**src/rtl/multicycle_ctrl_if.sv**
```systemverilog
// Control bus between the multicycle sequencer (master) and the datapath / unified memory side (slave).
interface multicycle_ctrl_if;
  logic [6:0] opcode;
  logic [2:0] func3;
  logic       func7_5;
  logic       zero;
  logic       mem_ready;
  logic       mem_req;
  logic       AdrSrc;
  logic       MemWrite;
  logic       IRWrite;
  logic       PCWrite;
  logic       RegWrite;
  logic [1:0] ResultSrc;
  logic [1:0] ALUSrcA;
  logic [1:0] ALUSrcB;
  logic [2:0] ALUControl;
  logic       mem_err;
  logic       illegal;
  logic [3:0] state_o;

  modport master (
    input  opcode, func3, func7_5, zero, mem_ready,
    output mem_req, AdrSrc, MemWrite, IRWrite, PCWrite, RegWrite,
           ResultSrc, ALUSrcA, ALUSrcB, ALUControl, mem_err, illegal, state_o
  );

  modport slave (
    output opcode, func3, func7_5, zero, mem_ready,
    input  mem_req, AdrSrc, MemWrite, IRWrite, PCWrite, RegWrite,
           ResultSrc, ALUSrcA, ALUSrcB, ALUControl, mem_err, illegal, state_o
  );
endinterface

```
**src/rtl/multicycle_ctrl.sv**
```systemverilog
// Sequencing FSM for the multicycle RV32I core: per-state control decode, memory handshake, wait watchdog.
// Define ILLEGAL_TRAP_EN to halt with a sticky illegal flag on unsupported opcodes; otherwise they act as nops.
module multicycle_ctrl #(
  parameter int unsigned MEM_TIMEOUT = 16
) (
  input  logic              clk,
  input  logic              reset_n,
  multicycle_ctrl_if.master bus
);
  localparam int unsigned CW = (MEM_TIMEOUT > 1) ? $clog2(MEM_TIMEOUT) : 1;

  localparam logic [6:0] OP_LOAD   = 7'b0000011;
  localparam logic [6:0] OP_STORE  = 7'b0100011;
  localparam logic [6:0] OP_RTYPE  = 7'b0110011;
  localparam logic [6:0] OP_ITYPE  = 7'b0010011;
  localparam logic [6:0] OP_BRANCH = 7'b1100011;
  localparam logic [6:0] OP_JAL    = 7'b1101111;
  localparam logic [6:0] OP_LUI    = 7'b0110111;

  typedef enum logic [3:0] {
    S_FETCH    = 4'd0,
    S_DECODE   = 4'd1,
    S_MEMADR   = 4'd2,
    S_MEMREAD  = 4'd3,
    S_MEMWB    = 4'd4,
    S_MEMWRITE = 4'd5,
    S_EXECR    = 4'd6,
    S_EXECI    = 4'd7,
    S_ALUWB    = 4'd8,
    S_BRANCH   = 4'd9,
    S_JAL      = 4'd10,
    S_LUI      = 4'd11,
    S_HALT     = 4'd12
  } state_e;

  state_e        state_q, state_d;
  logic [CW-1:0] wait_cnt_q, wait_cnt_d;
  logic          mem_err_q, mem_err_d;
`ifdef ILLEGAL_TRAP_EN
  logic          illegal_q, illegal_d;
`endif
  logic          in_mem_state;
  logic          timeout_hit;

  logic       mem_req, adr_src, mem_write, ir_write, pc_write, reg_write;
  logic [1:0] result_src, alu_src_a, alu_src_b;
  logic [2:0] alu_control;

  // R/I-type func3 -> ALU encoding; sub only reachable when the caller allows it (R-type with func7_5).
  function automatic logic [2:0] alu_decode(input logic [2:0] f3, input logic sub);
    case (f3)
      3'b000:  return sub ? 3'b001 : 3'b000;
      3'b010:  return 3'b101;
      3'b100:  return 3'b110;
      3'b101:  return 3'b111;
      3'b110:  return 3'b011;
      3'b111:  return 3'b010;
      default: return 3'b000;
    endcase
  endfunction

  assign in_mem_state = (state_q == S_FETCH) || (state_q == S_MEMREAD) || (state_q == S_MEMWRITE);
  assign timeout_hit  = (MEM_TIMEOUT != 0) && (32'(wait_cnt_q) == MEM_TIMEOUT - 32'd1);

  always_comb begin
    // NOTE: every variable gets a default before the case so no path can leave it unassigned (no latches).
    state_d    = state_q;
    wait_cnt_d = '0;
    mem_err_d  = mem_err_q;
`ifdef ILLEGAL_TRAP_EN
    illegal_d  = illegal_q;
`endif
    if (in_mem_state && !bus.mem_ready) begin
      // A ready arriving on the last allowed cycle takes this branch's else path and wins over the watchdog.
      if (timeout_hit) begin
        mem_err_d = 1'b1;
        state_d   = S_HALT;
      end else begin
        wait_cnt_d = wait_cnt_q + 1'b1;
      end
    end else begin
      case (state_q)
        S_FETCH:  state_d = S_DECODE;
        S_DECODE: begin
          case (bus.opcode)
            OP_LOAD, OP_STORE: state_d = S_MEMADR;
            OP_RTYPE:          state_d = S_EXECR;
            OP_ITYPE:          state_d = S_EXECI;
            OP_BRANCH:         state_d = S_BRANCH;
            OP_JAL:            state_d = S_JAL;
            OP_LUI:            state_d = S_LUI;
            default: begin
`ifdef ILLEGAL_TRAP_EN
              illegal_d = 1'b1;
              state_d   = S_HALT;
`else
              state_d   = S_FETCH;
`endif
            end
          endcase
        end
        S_MEMADR:                         state_d = bus.opcode[5] ? S_MEMWRITE : S_MEMREAD;
        S_MEMREAD:                        state_d = S_MEMWB;
        S_MEMWB, S_MEMWRITE:              state_d = S_FETCH;
        S_ALUWB, S_BRANCH:                state_d = S_FETCH;
        S_EXECR, S_EXECI, S_JAL, S_LUI:   state_d = S_ALUWB;
        default:                          state_d = state_q;
      endcase
    end
  end

  always_ff @(posedge clk) begin
    // NOTE: sequential state uses non-blocking assignments; reset is synchronous, sampled on this edge only.
    if (!reset_n) begin
      state_q    <= S_FETCH;
      wait_cnt_q <= '0;
      mem_err_q  <= 1'b0;
`ifdef ILLEGAL_TRAP_EN
      illegal_q  <= 1'b0;
`endif
    end else begin
      state_q    <= state_d;
      wait_cnt_q <= wait_cnt_d;
      mem_err_q  <= mem_err_d;
`ifdef ILLEGAL_TRAP_EN
      illegal_q  <= illegal_d;
`endif
    end
  end

  always_comb begin
    mem_req     = 1'b0;
    adr_src     = 1'b0;
    mem_write   = 1'b0;
    ir_write    = 1'b0;
    pc_write    = 1'b0;
    reg_write   = 1'b0;
    result_src  = 2'b00;
    alu_src_a   = 2'b00;
    alu_src_b   = 2'b00;
    alu_control = 3'b000;
    if (reset_n) begin
      case (state_q)
        S_FETCH: begin
          mem_req    = 1'b1;
          alu_src_b  = 2'b10;
          result_src = 2'b10;
          ir_write   = bus.mem_ready;
          pc_write   = bus.mem_ready;
        end
        S_DECODE: begin
          alu_src_a = 2'b01;
          alu_src_b = 2'b01;
        end
        S_MEMADR: begin
          alu_src_a = 2'b10;
          alu_src_b = 2'b01;
        end
        S_MEMREAD: begin
          mem_req = 1'b1;
          adr_src = 1'b1;
        end
        S_MEMWB: begin
          result_src = 2'b01;
          reg_write  = 1'b1;
        end
        S_MEMWRITE: begin
          mem_req   = 1'b1;
          adr_src   = 1'b1;
          mem_write = 1'b1;
        end
        S_EXECR: begin
          alu_src_a   = 2'b10;
          alu_control = alu_decode(bus.func3, bus.func7_5);
        end
        S_EXECI: begin
          alu_src_a   = 2'b10;
          alu_src_b   = 2'b01;
          alu_control = alu_decode(bus.func3, 1'b0);
        end
        S_ALUWB:  reg_write = 1'b1;
        S_BRANCH: begin
          alu_src_a   = 2'b10;
          alu_control = 3'b001;
          pc_write    = bus.zero ^ bus.func3[0];
        end
        S_JAL: begin
          alu_src_a = 2'b01;
          alu_src_b = 2'b10;
          pc_write  = 1'b1;
        end
        S_LUI: begin
          alu_src_b   = 2'b01;
          alu_control = 3'b100;
        end
        default: ;
      endcase
    end
  end

  assign bus.mem_req    = mem_req;
  assign bus.AdrSrc     = adr_src;
  assign bus.MemWrite   = mem_write;
  assign bus.IRWrite    = ir_write;
  assign bus.PCWrite    = pc_write;
  assign bus.RegWrite   = reg_write;
  assign bus.ResultSrc  = result_src;
  assign bus.ALUSrcA    = alu_src_a;
  assign bus.ALUSrcB    = alu_src_b;
  assign bus.ALUControl = alu_control;
  assign bus.mem_err    = reset_n & mem_err_q;
`ifdef ILLEGAL_TRAP_EN
  assign bus.illegal    = reset_n & illegal_q;
`else
  assign bus.illegal    = 1'b0;
`endif
  assign bus.state_o    = state_q;
endmodule

```
**src/flat_wrapper.sv**
```systemverilog
// flat-port wrapper written by rule: the top's interface ports become plain ports
module multicycle_ctrl_flat 
#(
  parameter int unsigned MEM_TIMEOUT = 16
)
  (clk, reset_n, bus_opcode, bus_func3, bus_func7_5, bus_zero, bus_mem_ready, bus_mem_req, bus_AdrSrc, bus_MemWrite, bus_IRWrite, bus_PCWrite, bus_RegWrite, bus_ResultSrc, bus_ALUSrcA, bus_ALUSrcB, bus_ALUControl, bus_mem_err, bus_illegal, bus_state_o);
  multicycle_ctrl_if bus_i ();
  input  logic clk;
  input  logic reset_n;
  input wire logic [$bits(bus_i.opcode)-1:0] bus_opcode;
  input wire logic [$bits(bus_i.func3)-1:0] bus_func3;
  input wire logic [$bits(bus_i.func7_5)-1:0] bus_func7_5;
  input wire logic [$bits(bus_i.zero)-1:0] bus_zero;
  input wire logic [$bits(bus_i.mem_ready)-1:0] bus_mem_ready;
  output wire logic [$bits(bus_i.mem_req)-1:0] bus_mem_req;
  output wire logic [$bits(bus_i.AdrSrc)-1:0] bus_AdrSrc;
  output wire logic [$bits(bus_i.MemWrite)-1:0] bus_MemWrite;
  output wire logic [$bits(bus_i.IRWrite)-1:0] bus_IRWrite;
  output wire logic [$bits(bus_i.PCWrite)-1:0] bus_PCWrite;
  output wire logic [$bits(bus_i.RegWrite)-1:0] bus_RegWrite;
  output wire logic [$bits(bus_i.ResultSrc)-1:0] bus_ResultSrc;
  output wire logic [$bits(bus_i.ALUSrcA)-1:0] bus_ALUSrcA;
  output wire logic [$bits(bus_i.ALUSrcB)-1:0] bus_ALUSrcB;
  output wire logic [$bits(bus_i.ALUControl)-1:0] bus_ALUControl;
  output wire logic [$bits(bus_i.mem_err)-1:0] bus_mem_err;
  output wire logic [$bits(bus_i.illegal)-1:0] bus_illegal;
  output wire logic [$bits(bus_i.state_o)-1:0] bus_state_o;
  assign bus_i.opcode = bus_opcode;
  assign bus_i.func3 = bus_func3;
  assign bus_i.func7_5 = bus_func7_5;
  assign bus_i.zero = bus_zero;
  assign bus_i.mem_ready = bus_mem_ready;
  assign bus_mem_req = bus_i.mem_req;
  assign bus_AdrSrc = bus_i.AdrSrc;
  assign bus_MemWrite = bus_i.MemWrite;
  assign bus_IRWrite = bus_i.IRWrite;
  assign bus_PCWrite = bus_i.PCWrite;
  assign bus_RegWrite = bus_i.RegWrite;
  assign bus_ResultSrc = bus_i.ResultSrc;
  assign bus_ALUSrcA = bus_i.ALUSrcA;
  assign bus_ALUSrcB = bus_i.ALUSrcB;
  assign bus_ALUControl = bus_i.ALUControl;
  assign bus_mem_err = bus_i.mem_err;
  assign bus_illegal = bus_i.illegal;
  assign bus_state_o = bus_i.state_o;
  multicycle_ctrl #(.MEM_TIMEOUT(MEM_TIMEOUT)) u_core (.clk(clk), .reset_n(reset_n), .bus(bus_i));
endmodule
```
**config.mk**
```make
export PLATFORM = sky130hd
export DESIGN_NAME = multicycle_ctrl_flat
export DESIGN_NICKNAME = d
export VERILOG_FILES = /design/src/rtl/multicycle_ctrl_if.sv /design/src/rtl/multicycle_ctrl.sv /design/src/flat_wrapper.sv
export SDC_FILE = /design/constraint.sdc
export NUM_CORES = 1
export LEC_CHECK = 0
export ABC_AREA = 1
export CORE_ASPECT_RATIO = 1.25
export CORE_MARGIN = 2
export CORE_UTILIZATION = 44
export CTS_BUF_LIST = sky130_fd_sc_hd__clkbuf_4 sky130_fd_sc_hd__clkbuf_8 sky130_fd_sc_hd__clkbuf_16
export DETAILED_ROUTE_END_ITERATION = 12
export GPL_ROUTABILITY_DRIVEN = 0
export MAX_ROUTING_LAYER = met4
export PLACE_DENSITY = 0.84
export REMOVE_ABC_BUFFERS = 1
export SYNTH_ARGS = -nofsm -noshare
export SYNTH_HDL_FRONTEND = slang
export SYNTH_SLANG_ARGS = --single-unit
```
**constraint.sdc**
```tcl
create_clock -name clk -period 2.25 [get_ports clk]
set_clock_uncertainty 0.15 [all_clocks]
set_input_delay 0.3375 -clock clk [delete_from_list [all_inputs] [get_ports clk]]
set_output_delay 0.3375 -clock clk [all_outputs]
set_load 0.02 [all_outputs]
```
==> results.txt, run 1 <==
Status - complete, no violations
Final setup vio count - 0
Mapped Cells - 147
DP HPWL - 1.86 mm
Crit path launch type - input port
Initial antenna violation count - 0
Cell Int Power - 0.000312 W
Design Area, Final - 1220 sq um
Non-Filler Instances - 209
Crit path DAT - 1670 ps
ANT cells - 0
Maxcap violations - 0
I/O Buffers - 34
Switch Pwr - 0.000140 W
Cts bufs inserted - 3
Placed cells - 205
Die area - 2210 sq um
Core ar. - 1740 sq um
Seq/Total Area, Yosys - 0.222
Register bit total from synthesis - 9
Die W - 42.5 um
Multi-input gate area - 513 sq um
Initial core utilization - 0.466
Final core occ - 0.702
Syn. warnings - 0
Mapped cell area - 813 sq um
Clock sinks - 9
Final Hold Viols - 0
RSZ-0062 raised after global routing - no
Clock power share - 0.286
Routed length per instance - 10.4 um
# rows - 17
Area share of the largest cell type after synthesis - 0.222
Vias in the first global route - 932
Comb power frac - 0.339
Sequential cell area - 183 sq um
Share of post-route cells with drive strength above 1 - 0.163
# hold bufs at CTS - 0
# DRC - 0
Fin crit period - 2150 ps
Achievable frequency - 0.464 GHz
Leak Pwr - 0.674 nW
Max VDD drop - 329 uV
TNS Setup - 0 ps
Synth top area cells - dfxtp_1, nand2_1, inv_1, nor2_1, a21oi_1
Fin crit share - 0.957
Die Span Y - 52.1 um
CP Capture Type - output port
Nets@finish - 207
Clk slew on worst S/H paths - 50 ps
Hold WC Path Type - register to register
Detail Route Antenna Nets - 0
Distinct cells, synth - 22
Post-CTS setup buffer count - 0
GR Overflow Total - 0
GRT Overall Usage - 0.218
Iter 0 DRT Violations - 18
CTS H-tree lvls - 1
WS Path Type - input port to output port
WP data required - 1760 ps
CP max FO - 4
Fillers - 167
Final WL - 2.17 mm
First-pass GRT wire length - 3.64 mm
Vias/cell - 4.93
Synth area leader - dfxtp_1
Clk buf depth - 2
Mapped Avg Cell Area - 5.53 sq um
Fin. max-slew vios - 0
PwrDens - 369 nW/um^2
Area Growth Syn to Fin - 50.6%
Area after DPL - 1220 sq um
Switching Share - 0.311
Seq pwr share - 0.376
Largest net degree at the start of global routing - 13
Clk_lat worst skew - 250 ps
CTS tree - built
DR pass1 iterations - 4
Clock root buffer - clkbuf_4
Ports - 36
Via count - 1031
==> cell usage after synthesis <==
master    number
dfxtp_1        9
o21ai_0        5
conb_1         1
o31ai_1        1
o211ai_1       1
inv_2          4
nand4_1        2
a31oi_1        1
nor2_1        23
nand2_2        3
nor2_2         3
nand2_1       37
a21oi_1       11
buf_4          2
ha_1           1
nor3_1         4
nand3_1       10
clkbuf_1       1
nand3_2        1
xor2_1         2
nor2_4         2
inv_1         23
==> cell families (layout without fill, tap and decap cells) <==
family	after synthesis	count (layout)	share of synthesized area
AO/OA/AOI/OAI	19	19	0.125
XOR/XNOR	2	2	0.0215
adder cells (fa/ha/maj)	1	1	0.0154
buffers and inverters	30	73	0.148
flip-flops	9	9	0.222
other	1	1	0.00461
AND/OR/NAND/NOR	85	85	0.465
==> power groups by stage <==
stage / clock (W) / combinational [W] / sequential [W]
6_report: 0.000129 / 0.000153 / 0.000170
3_5_place_dp: 0 / 0.000162 / 0.000173
4_1_cts: 0.000136 / 0.000154 / 0.000169
2_1_floorplan: 0 / 0.0000788 / 0.000176
5_1_grt: 0.000140 / 0.000169 / 0.000170
3_3_place_gp: 0 / 0.000158 / 0.000173
==> cell type report <==
type,count,share of cell area
Clock buffer,4,0.0245
Multi-Input combinational cell,108,0.419
Inverter,27,0.0827
Sequential cell,9,0.149
Tap cell,19,0.0194
Timing Repair Buffer,42,0.305
==> worst max-delay path, cell delays in order <==
cell and delay [ps]:
clkdlybuf4s50_1 480, buf_4 130, nand2_1 70, inv_1 50
clkdlybuf4s50_1 600
==> placed cells by master (no fill, tap or decap) <==
| cell | n |
|---|---|
| nand2_1 | 37 |
| inv_1 | 23 |
| nor2_1 | 23 |
| clkdlybuf4s50_1 | 19 |
| a21oi_1 | 11 |
| nand3_1 | 10 |
| dlygate4sd2_1 | 9 |
| buf_4 | 8 |
| dfxtp_1 | 7 |
| o21ai_0 | 5 |
| inv_2 | 4 |
| nor3_1 | 4 |
| clkbuf_4 | 4 |
| clkbuf_2 | 4 |
| nor2_2 | 3 |
| nand2_2 | 3 |
| nor2_4 | 2 |
| nand4_1 | 2 |
| xor2_1 | 2 |
| dlymetal6s2s_1 | 2 |
| dfxtp_2 | 2 |
| a31oi_1 | 1 |
| nand3_2 | 1 |
| o31ai_1 | 1 |
| o211ai_1 | 1 |
| ha_1 | 1 |
| conb_1 | 1 |
==> state kept, by name, indices dropped and copies added, names as in the netlist <==
register,cells
u_core.wait_cnt_q,4
u_core.bus.state_o,4
u_core.mem_err_q,1
==> per-layer routing <==
metal / track usage / vias to the layer above / share of wire
li1: - / 541 / -
met1: 0.236 / 453 / 0.43
met2: 0.408 / 35 / 0.51
met3: 0.0243 / 2 / 0.054
met4: 0.0781 / 0 / 0.0042
met5: - / - / 0
==> path summary, 6_finish.rpt <==
path	start	endpoint	slack (ps)	cells past startpoint
max	reset_n	bus_mem_err	100	5
min	u_core.mem_err_q	u_core.mem_err_q	300	2
max reg2reg	u_core.bus.state_o[2]	u_core.bus.state_o[3]	780	9
min reg2reg	u_core.mem_err_q	u_core.mem_err_q	300	2
==> through the flow <==
stage / hold slack [ps] / power (W) / setup slack (ps)
2_1_floorplan: 268 / 0.000255 / 240
3_3_place_gp: 283 / 0.000331 / -106
3_5_place_dp: 292 / 0.000335 / -188
4_1_cts: 303 / 0.000460 / 7.18
5_1_grt: 323 / 0.000479 / 1.27
6_report: 298 / 0.000452 / 95.7
==> timing repair <==
item | 4_1_cts | 5_1_grt
pin swaps | 0 | 0
setup endpoints to repair | 14 | 6
resized for setup | 16 | 10
cloned | 0 | 0
(Power assumes the default switching activity.)
==> inputs of run 2 (changes only) <==
- SLEW_MARGIN: not set -> 20
==> results of run 2 <==
Same layout as run 1: the final DEF is identical, and so are final timing and power.
